===== src/rtl/uart_tx_fifo.sv =====
// Buffered 8N1 UART transmitter: a valid/ready byte FIFO feeding a
// start/data/stop shifter with elaboration-time baud timing.
module uart_tx_fifo #(
    parameter int CLKS_PER_BIT = 16,
    parameter int FIFO_DEPTH   = 8
) (
    input  logic                          wb_clk_i,
    input  logic                          wb_rst_i,
    input  logic                          wr_valid_i,
    input  logic [7:0]                    wr_data_i,
    output logic                          wr_ready_o,
    output logic                          tx_o,
    output logic                          busy_o,
    output logic [$clog2(FIFO_DEPTH):0]   level_o
);

    localparam int PW = $clog2(FIFO_DEPTH);
    localparam int CW = (CLKS_PER_BIT > 2) ? $clog2(CLKS_PER_BIT) : 1;

    typedef enum logic [1:0] {IDLE, START, DATA, STOP} state_e;

    logic [7:0]    mem_q [FIFO_DEPTH];
    logic [PW-1:0] wr_ptr_q, rd_ptr_q;
    logic [PW:0]   level_q, level_d;
    state_e        state_q, state_d;
    logic [CW-1:0] cnt_q, cnt_d;
    logic [2:0]    bit_q, bit_d;
    logic [7:0]    shift_q, shift_d;
    logic          tx_q, tx_d;
    logic          push, pop, empty, full, bit_end;

    assign full    = (level_q == (PW+1)'(FIFO_DEPTH));
    assign empty   = (level_q == '0);
    assign push    = wr_valid_i && !full;
    assign bit_end = (cnt_q == CW'(CLKS_PER_BIT - 1));
    assign level_d = level_q + (PW+1)'(push) - (PW+1)'(pop);

    assign wr_ready_o = !full;
    assign level_o    = level_q;
    assign tx_o       = tx_q;

    always_ff @(posedge wb_clk_i) begin
        if (push && !wb_rst_i) begin
            mem_q[wr_ptr_q] <= wr_data_i;
        end
    end

    always_ff @(posedge wb_clk_i) begin
        if (wb_rst_i) begin
            wr_ptr_q <= '0;
            rd_ptr_q <= '0;
            level_q  <= '0;
        end else begin
            if (push) wr_ptr_q <= wr_ptr_q + PW'(1);
            if (pop)  rd_ptr_q <= rd_ptr_q + PW'(1);
            level_q <= level_d;
        end
    end

    // State register
    always_ff @(posedge wb_clk_i) begin
        if (wb_rst_i) begin
            state_q <= IDLE;
            cnt_q   <= '0;
            bit_q   <= '0;
            shift_q <= '0;
            tx_q    <= 1'b1;
        end else begin
            state_q <= state_d;
            cnt_q   <= cnt_d;
            bit_q   <= bit_d;
            shift_q <= shift_d;
            tx_q    <= tx_d;
        end
    end

    // Next-state logic; STOP reloads straight into START so frames abut
    always_comb begin
        state_d = state_q;
        cnt_d   = cnt_q + CW'(1);
        bit_d   = bit_q;
        shift_d = shift_q;
        pop     = 1'b0;
        case (state_q)
            IDLE: begin
                cnt_d = '0;
                if (!empty) begin
                    pop     = 1'b1;
                    shift_d = mem_q[rd_ptr_q];
                    state_d = START;
                end
            end
            START: begin
                if (bit_end) begin
                    cnt_d   = '0;
                    bit_d   = '0;
                    state_d = DATA;
                end
            end
            DATA: begin
                if (bit_end) begin
                    cnt_d   = '0;
                    shift_d = {1'b0, shift_q[7:1]};
                    bit_d   = bit_q + 3'd1;
                    if (bit_q == 3'd7) state_d = STOP;
                end
            end
            STOP: begin
                if (bit_end) begin
                    cnt_d = '0;
                    if (!empty) begin
                        pop     = 1'b1;
                        shift_d = mem_q[rd_ptr_q];
                        state_d = START;
                    end else begin
                        state_d = IDLE;
                    end
                end
            end
            default: state_d = IDLE;
        endcase
    end

    // Output logic: the line level is computed from the next state and registered
    always_comb begin
        tx_d = 1'b1;
        case (state_d)
            START:   tx_d = 1'b0;
            DATA:    tx_d = shift_d[0];
            default: tx_d = 1'b1;
        endcase
        busy_o = (state_q != IDLE) || !empty;
    end

endmodule


===== config.mk =====
export PLATFORM = sky130hd
export DESIGN_NAME = uart_tx_fifo
export DESIGN_NICKNAME = d
export VERILOG_FILES = /design/src/rtl/uart_tx_fifo.sv
export SDC_FILE = /design/constraint.sdc
export NUM_CORES = 1
export LEC_CHECK = 0
export CORE_MARGIN = 2
export CORE_UTILIZATION = 54
export DETAILED_ROUTE_END_ITERATION = 10
export PLACE_DENSITY_LB_ADDON = 0.2
export SLEW_MARGIN = 0
export SYNTH_ARGS = -nofsm -noshare
export SYNTH_HDL_FRONTEND = slang
export SYNTH_SLANG_ARGS = --single-unit

===== constraint.sdc =====
create_clock -name wb_clk_i -period 2.7 [get_ports wb_clk_i]
set_clock_uncertainty 0.2 [all_clocks]
set_input_delay 0.54 -clock wb_clk_i [delete_from_list [all_inputs] [get_ports wb_clk_i]]
set_output_delay 0.54 -clock wb_clk_i [all_outputs]
set_load 0.03 [all_outputs]

==> reports/qor.csv <==
metric;value;unit
post-synthesis sequential area ratio;63.6;%
Core Region;7210;um2
Vias/cell;5.57;
initial antenna violation count;0;
DIE AREA;8110;um2
Tot GR Track Use;18.6;%
min cycle time layout;2550;ps
first-pass detailed-route iteration total;5;
Max Slew Vio Count;0;
Synth Area in XOR/XNOR;1.97;%
RSZ-0062 raised after global routing;no;
status;complete, no violations;
Max Clk Rate;0.392;GHz
share of cells above drive strength 1;18.4;%
IO Port Bufs;17;
Clock power frac;24.3;%
CTS Buffer Depth;2;
Reg2Reg Depth;9;
synthesized net count;301;
mux cell area share after synthesis;12.2;%
Critical Path Fanout Max;5;
Placed Cells;399;
Area contributors post-synth;edfxtp_1 48%, dfxtp_1 16%, mux4_2 5.1%;
Async SR Flop Fraction;0;%
Slew @ Worst Pin;484;ps
crit path from;level_o[2]$_SDFF_PP0_;
fin crit share;94.4;%
Fin. Hold Viols;0;
H-tree Lvls;3;
R2R setup slack;200;ps
largest family of logic cells by synthesized area;multiplexers;
combinational power share;30.7;%
antenna cells;0;
crit path DAT;1810;ps
fin cells;414;
drt total wl;6.99;mm
Worst R2R Start;state_q[1]$_SDFF_PP0_;
Die Height;90.1;um
Synth area leader;edfxtp_1;
top-count cell post-synth;edfxtp_1;
switch share;30.3;%
worst min-delay path class;reg2reg;
clock latency on the worst-skew pair;350;ps
layout net count;338;
post-synthesis cell count;274;
Final setup viols;0;
CTS tree;done;
WL/cell;16.9;um
Psw;0.00122;W
Slew headroom;67.7;%
first-pass GRT wire length;11.5;mm
Synth Area in Compound Gates;5.97;%
CTS Buf Count;9;
dpl hpwl;4.74;mm
via count;2305;
vias in the first global route;2300;
Mapped Area;4000;um2
DRC;0;
main flop type after synthesis;edfxtp_1;
post-route ant nets;0;
initial drt markers;157;
Sink Count;95;
Area Growth Syn to Fin;15.5;%
Ys Warns;0;
critical path endpoint;wr_ready_o;
grt ovf;0;
Netlist cell types;41;
Starting Density;55.4;%
Mean Syn Cell Area;14.6;um2
setup TNS;0;ps
power per cell area;868;nW/um2
crit end category;output pin;
Internal;0.00280;W
flop and latch count out of synthesis;95;
io pins;18;
required time worst endpoint;1960;ps
FF-to-FF End;level_o[2]$_SDFF_PP0_;
Critical Path Source Type;flip-flop;
commonest cells in the netlist;64 x edfxtp_1, 31 x dfxtp_1, 27 x nor2_1;
max cap viols;0;
sequential share of power;45.0;%
worst vdd ir;0.526;mV
die width;90.1;um
largest net degree at the start of global routing;24;
Synth Area in Simple Gates;8.91;%
CTS clk-pin slew, worst paths;90;ps
num rows;31;
crit path kind;reg2out;
Synth Area in Adders;5.19;%
Leak;1.60;nW
post-synth top area share;48.0;%
root buffer cell;clkbuf_8;
number of enable flip-flop cells after synthesis;64;
placer congestion estimate;0.805;
flip-flops by register name, indices dropped and copies added, names as in the netlist, named ones only:
name,cells
mem_q,64
shift_q,8
cnt_q,4
level_o,4
bit_q,3
rd_ptr_q,3
wr_ptr_q,3
state_q,2
tx_o,1
cell type report:
cell class	count	area (um2)
tap	99	124
clock buffer	9	124
fill	550	2590
timing repair buffer	37	319
sequential	95	2540
inverter	8	30.0
clock inverter	6	85.1
multi-input combinational	160	1400
cell families (layout without fill, tap and decap cells):
logic type               count (synthesis)  in the layout
multiplexers                            25             25
XOR/XNOR                                 9              9
adder cells (fa/ha/maj)                 16             16
buffers and inverters                   19             60
flip-flops                              95             95
AND/OR/NAND/NOR                         75             75
AO/OA/AOI/OAI                           35             35
worst max-delay path, cell delays in order (launching register included):
cell and delay, ps:
dfxtp_1 350, inv_1 80, ha_1 190, nand2_1 140, clkdlybuf4s50_1 700
placed cells by master, fill, tap and decap left out, drive strengths merged, types with 4 or more instances in the layout:
cell type / synthesis / layout
nand2: 16 / 16
ha: 15 / 15
a21oi: 11 / 11
nor2: 27 / 27
o21ai: 5 / 5
buf: 4 / 20
mux2: 8 / 8
xnor2: 4 / 4
xor2: 5 / 5
dfxtp: 31 / 31
clkdlybuf4s50: 0 / 16
mux4: 16 / 16
nand3: 7 / 7
a22oi: 6 / 6
clkbuf: 7 / 9
nor3: 9 / 9
edfxtp: 64 / 64
inv: 8 / 9
repair_timing:
action	4_1_cts	5_1_grt
hold buffers	0	0
gates resized for setup	1	2
setup endpoints to repair	1	3
setup buffers	0	0
hold endpoints to repair	0	0
per-layer routing:
metal  part of all wire, %  up-vias  GRT usage, %
met5                     0        -             0
met4                   1.5        0          7.56
li1                      -     1118             -
met3                   3.2        9          4.02
met2                    49       51          29.8
met1                    47     1127          24.9
power groups by stage:
stage / sequential (W) / clock, W / combinational (W)
floorplan: 0.00185 / 0 / 0.000843
global placement: 0.00184 / 0 / 0.00122
detailed placement: 0.00184 / 0 / 0.00123
CTS: 0.00181 / 0.000996 / 0.00123
global route: 0.00183 / 0.00106 / 0.00136
finish: 0.00180 / 0.000975 / 0.00123
stage by stage:
| step | hold slack, ps | setup WS, ps | instance area [um2] | util, % | total power, W |
|---|---|---|---|---|---|
| 6_report | 261 | 151 | 4620 | 64.0 | 0.00401 |
| 5_1_grt | 296 | 34.4 | 4620 | 64.0 | 0.00425 |
| 4_1_cts | 264 | 126 | 4610 | 63.9 | 0.00404 |
| 3_5_place_dp | 252 | 146 | 4400 | 61.0 | 0.00307 |
| 3_3_place_gp | 244 | 223 | 4400 | 61.0 | 0.00306 |
| 2_1_floorplan | 232 | 76.5 | 4020 | - | 0.00270 |
worst min-delay path by stage:
| stage | start | end | slack (ps) | cells past startpoint |
|---|---|---|---|---|
| finish | shift_q[4]$_SDFFE_PP0P_ | shift_q[4]$_SDFFE_PP0P_ | 260 | 2 |
| CTS | shift_q[4]$_SDFFE_PP0P_ | shift_q[4]$_SDFFE_PP0P_ | 260 | 2 |
| global route | shift_q[6]$_SDFFE_PP0P_ | shift_q[6]$_SDFFE_PP0P_ | 300 | 2 |
| global placement | shift_q[5]$_SDFFE_PP0P_ | shift_q[5]$_SDFFE_PP0P_ | 240 | 2 |
| floorplan | cnt_q[0]$_SDFF_PP0_ | cnt_q[0]$_SDFF_PP0_ | 230 | 1 |
| detailed placement | shift_q[4]$_SDFFE_PP0P_ | shift_q[4]$_SDFFE_PP0P_ | 250 | 2 |
Power figures use the tool's default switching activity.
